`src/rtl/change_dispenser.sv`:
```
// change_dispenser: paces change payout through the 5-unit and 1-unit coin
// ejectors, greedy (5s first), one coin at a time: a PULSE_CYCLES drive pulse
// followed by a GAP_CYCLES mechanical recovery gap.
// Optional feature macro: CHANGE_TIMEOUT_EN adds a coin_sense handshake after
// each pulse with a TIMEOUT_CYCLES watchdog and a sticky FAULT state.
module change_dispenser #(
  parameter int PULSE_CYCLES   = 4,
  parameter int GAP_CYCLES     = 4,
  parameter int TIMEOUT_CYCLES = 64,
  parameter int AMT_W          = 4
) (
  input  logic             clk,
  input  logic             reset,
  input  logic             req,
  input  logic [AMT_W-1:0] amt,
  input  logic             coin_sense,
  output logic             busy,
  output logic             done,
  output logic             eject_hi,
  output logic             eject_lo,
  output logic [AMT_W-1:0] remaining,
  output logic             fault
);

  localparam int CMAX = (PULSE_CYCLES > GAP_CYCLES) ? PULSE_CYCLES : GAP_CYCLES;
  localparam int CW   = $clog2(CMAX + 1);
  localparam logic [CW-1:0]    P_LAST = CW'(PULSE_CYCLES - 1);
  localparam logic [CW-1:0]    G_LAST = CW'(GAP_CYCLES - 1);
  localparam logic [AMT_W-1:0] FIVE   = AMT_W'(5);
  localparam logic [AMT_W-1:0] ONE    = AMT_W'(1);

  typedef enum logic [2:0] {
    S_IDLE  = 3'd0,
    S_PULSE = 3'd1,
    S_GAP   = 3'd2,
`ifdef CHANGE_TIMEOUT_EN
    S_WAIT  = 3'd4,
    S_FAULT = 3'd5,
`endif
    S_DONE  = 3'd3
  } state_t;

  state_t        state;
  logic [CW-1:0] cnt;      // cycles spent in PULSE / GAP
  logic          coin_hi;  // denomination of the coin in flight

  // Value removed from remaining when the current coin completes.
  logic [AMT_W-1:0] step;
  assign step = coin_hi ? FIVE : ONE;

`ifdef CHANGE_TIMEOUT_EN
  localparam int TW = $clog2(TIMEOUT_CYCLES + 1);
  localparam logic [TW-1:0] T_LAST = TW'(TIMEOUT_CYCLES - 1);
  logic [TW-1:0] tcnt;     // cycles spent waiting for coin_sense
`else
  // No handshake: sensor input and timeout are not used, fault never rises.
  logic unused_sense;
  localparam int unused_timeout = TIMEOUT_CYCLES;
  assign unused_sense = coin_sense;
  assign fault        = 1'b0;
`endif

  // Payout sequencer; all outputs are registered here.
  always_ff @(posedge clk or posedge reset) begin
    if (reset) begin
      state     <= S_IDLE;
      cnt       <= '0;
      coin_hi   <= 1'b0;
      busy      <= 1'b0;
      done      <= 1'b0;
      eject_hi  <= 1'b0;
      eject_lo  <= 1'b0;
      remaining <= '0;
`ifdef CHANGE_TIMEOUT_EN
      tcnt      <= '0;
      fault     <= 1'b0;
`endif
    end else begin
      done <= 1'b0;
      case (state)
        S_IDLE: begin
          if (req) begin
            busy <= 1'b1;
            if (amt != '0) begin
              // Greedy denomination is fixed as the pulse starts.
              remaining <= amt;
              coin_hi   <= (amt >= FIVE);
              eject_hi  <= (amt >= FIVE);
              eject_lo  <= (amt <  FIVE);
              cnt       <= '0;
              state     <= S_PULSE;
            end else begin
              done  <= 1'b1;
              state <= S_DONE;
            end
          end
        end
        S_PULSE: begin
          if (cnt == P_LAST) begin
            eject_hi <= 1'b0;
            eject_lo <= 1'b0;
            cnt      <= '0;
`ifdef CHANGE_TIMEOUT_EN
            tcnt     <= '0;
            state    <= S_WAIT;
`else
            remaining <= remaining - step;
            state     <= S_GAP;
`endif
          end else begin
            cnt <= cnt + 1'b1;
          end
        end
`ifdef CHANGE_TIMEOUT_EN
        S_WAIT: begin
          if (coin_sense) begin
            remaining <= remaining - step;
            state     <= S_GAP;
          end else if (tcnt == T_LAST) begin
            fault <= 1'b1;
            state <= S_FAULT;
          end else begin
            tcnt <= tcnt + 1'b1;
          end
        end
        // Parked until reset; remaining is held for diagnosis.
        S_FAULT: state <= S_FAULT;
`endif
        S_GAP: begin
          if (cnt == G_LAST) begin
            cnt <= '0;
            if (remaining != '0) begin
              coin_hi  <= (remaining >= FIVE);
              eject_hi <= (remaining >= FIVE);
              eject_lo <= (remaining <  FIVE);
              state    <= S_PULSE;
            end else begin
              done  <= 1'b1;
              state <= S_DONE;
            end
          end else begin
            cnt <= cnt + 1'b1;
          end
        end
        S_DONE: begin
          busy  <= 1'b0;
          state <= S_IDLE;
        end
        default: state <= S_IDLE;
      endcase
    end
  end

endmodule

```
`config.mk`:
```
export PLATFORM = sky130hd
export DESIGN_NAME = change_dispenser
export DESIGN_NICKNAME = d
export VERILOG_FILES = /design/src/rtl/change_dispenser.sv
export SDC_FILE = /design/constraint.sdc
export NUM_CORES = 1
export LEC_CHECK = 0
export BUFFER_PORTS_ARGS = -buffer_cell sky130_fd_sc_hd__buf_2
export CORE_ASPECT_RATIO = 0.7
export CORE_MARGIN = 2
export CORE_UTILIZATION = 35
export DETAILED_ROUTE_END_ITERATION = 10
export PLACE_DENSITY = 0.65
export SETUP_SLACK_MARGIN = 0.5
export SYNTH_ARGS = -nofsm -noshare
export SYNTH_HDL_FRONTEND = slang
export SYNTH_SLANG_ARGS = --single-unit
```
`constraint.sdc`:
```
create_clock -name clk -period 2.6 [get_ports clk]
set_input_delay 0.26 -clock clk [delete_from_list [all_inputs] [get_ports clk]]
set_output_delay 0.26 -clock clk [all_outputs]
set_load 0.1 [all_outputs]
```
==> out/summary.txt <==
Post-synthesis register bit count - 14
CP endpoint kind - flip-flop
GRT Resource Usage Total - 13.3%
Ys async rst share - 100%
Crit path kind - flip-flop to flip-flop
Postcts setup bufs - 0
Ant diodes - 0
Number of global-route vias before repair - 616
Fmax - 501 MHz
Top Ports - 17
Max_cap viols - 0
Multi-input logic area - 559 um^2
Gpl congestion - 0.820
Maximum fanout along the worst path - 7
Crit path capture - eject_hi$_DFFE_PP0P_
CP Launch Type - flip-flop
Netlist Area Pre-Place - 962 um^2
Routed vias/inst - 5.11
TritonCTS Buffers - 3
Drt total wl - 1.87 mm
Cell with the most instances after synthesis - dfrtp_1
Filler instances - 243
Skew-Pair Late Insertion Delay - 0.25 ns
Distinct cells, synth - 31
Area share of the largest cell type after synthesis - 36.4%
Worst Skew - 0.00317 ns
Worst r2r dst - eject_hi$_DFFE_PP0P_
Hold crit path type - input port to asynchronous set/reset pin
Most common library cells after synthesis - dfrtp_1 (14), inv_1 (11), ha_1 (9)
DRT iter0 DRCs - 58
Flop-to-flop setup slack - 0.60 ns
Register area share after synthesis - 36.4%
Worst-path clk slew - 0.06 ns
Post-layout min period - 2.00 ns
DP HPWL - 1.47 mm
# H-tree levels - 1
Worst r2r src - state[0]$_DFFE_PP0P_
Register area - 360 um^2
Final setup violation count - 0
Grt total ovfl - 0
TNS Setup - 0 ns
Predominant post-synthesis flop cell - dfrtp_1
CP arrival - 2.13 ns
Post-Syn Instances - 99
Root buf cell - clkbuf_8
Drt drc - 0
Syn nets - 116
Layout Area Growth over Synthesis - 17.3%
Post-CTS resize count - 0
Drt first pass iters - 4
Die Y - 47.9 um
Std-Cell Rows - 15
Slew Viols, Final - 0
Clk sink count - 14
First-pass GRT wire length - 2.96 mm
Pin count of the biggest net entering global routing - 15
Leading post-synthesis cells by cell area - dfrtp_1 (36%), ha_1 (12%), mux2i_1 (8.3%), inv_1 (4.3%), mux2_2 (3.5%)
Layout cells sized above 1 - 28.9%
Fin. Hold Viols - 0
Detailed-route via count - 757
Die width - 66.7 um
Final period utilization - 76.8%
DIE AREA - 0.00319 mm^2
Worst slew pin tran - 0.515 ns
Worst R2R Path Depth - 5
Post-synth EDFFs - 0
Post-CTS Hold Buffers - 0
Yosys warnings - 0
Wire per inst - 12.6 um
CTS tree - yes
Run status - complete, no violations
RSZ-0062 raised after global routing - no
Mean Syn Cell Area - 9.72 um^2
Worst Path Required - 2.74 ns
Cell taking the most area after synthesis - dfrtp_1
CP Launch Point - state[0]$_DFFE_PP0P_
Layout Nets - 132
Max_slew headroom - 65.6%
Initial Utilization - 38.0%
Clk buf depth - 2
Initial antenna violation count - 0
# port buffers - 14
CORE AREA - 0.00253 mm^2
Antenna-violating nets left - 0
==> flip-flops by register name (all words and copies together), names as in the netlist <==
| signal | cells |
|---|---|
| eject_lo | 1 |
| coin_hi | 1 |
| done | 1 |
| cnt | 3 |
| eject_hi | 1 |
| remaining | 4 |
| state | 2 |
| busy | 1 |
==> cell usage in the layout (no fill, tap or decap), drive strengths merged, types with 2 or more instances in the layout <==
cell type	count
mux2i	8
nor2	7
buf	14
inv	11
a21oi	3
mux2	5
ha	9
nor3	2
nand2b	3
nand2	7
nand3	3
dfrtp	14
o21a	3
o31ai	3
clkbuf	4
o21ai	6
==> layer usage <==
layer  share of wire, %  vias up  track usage, %  routed length (um)
met5                  0        -               0                   0
met4                2.0        0            7.35                  37
met3                7.5        5            4.94                 140
met2                 39       30            17.6                 739
met1                 51      349            18.5                 955
li1                   -      373               -                   -
==> critical path, cell delays in order, from the launching register on <==
cell      delay (ns)
dfrtp_1         0.39
inv_1           0.09
ha_1            0.29
and4bb_2        0.29
or4b_4          0.51
mux2_4          0.31
==> area by class of cell <==
type,instances,share of cell area [%]
clock buffer,4,4.88
inverter,11,3.66
multi-input combinational,71,49.6
sequential,14,31.9
tap,34,3.77
timing repair buffer,14,6.21
==> per-stage QoR <==
stage	instances	setup slack [ns]	cell area (um^2)	utilization (%)	hold slack (ns)
after floorplan	99	0.504	975	-	0.149
after global placement	144	0.647	1070	42.3	0.319
after detailed placement	144	0.603	1070	42.3	0.329
after CTS	148	0.588	1130	44.4	0.0577
after global routing	148	0.519	1130	44.5	0.0938
final	148	0.604	1130	44.5	0.0293
==> kinds of logic (layout without fill, tap and decap cells) <==
kind of cell	after synthesis	in the layout	synth area share (%)
buf+inv	14	29	5.98
simple gates	27	27	15.3
compound gates	20	20	14.3
other cells	1	1	0.390
mux	13	13	15.0
flops	14	14	36.4
fa+ha+maj	9	9	11.7
xor+xnor	1	1	0.910
==> worst min-delay path by stage <==
stage	from	endpoint	slack, ns	cells after the start
global placement	reset	cnt[1]$_DFFE_PP0P_	0.32	2
finish	reset	cnt[1]$_DFFE_PP0P_	0.03	2
global route	reset	cnt[1]$_DFFE_PP0P_	0.09	2
detailed placement	reset	cnt[1]$_DFFE_PP0P_	0.33	2
CTS	reset	cnt[1]$_DFFE_PP0P_	0.06	2
floorplan	reset	busy$_DFFE_PP0P_	0.15	1
Power is left out: the tool's default activity adds up to more than one toggle a clock period on the data nets, which glitch-free logic cannot reach.
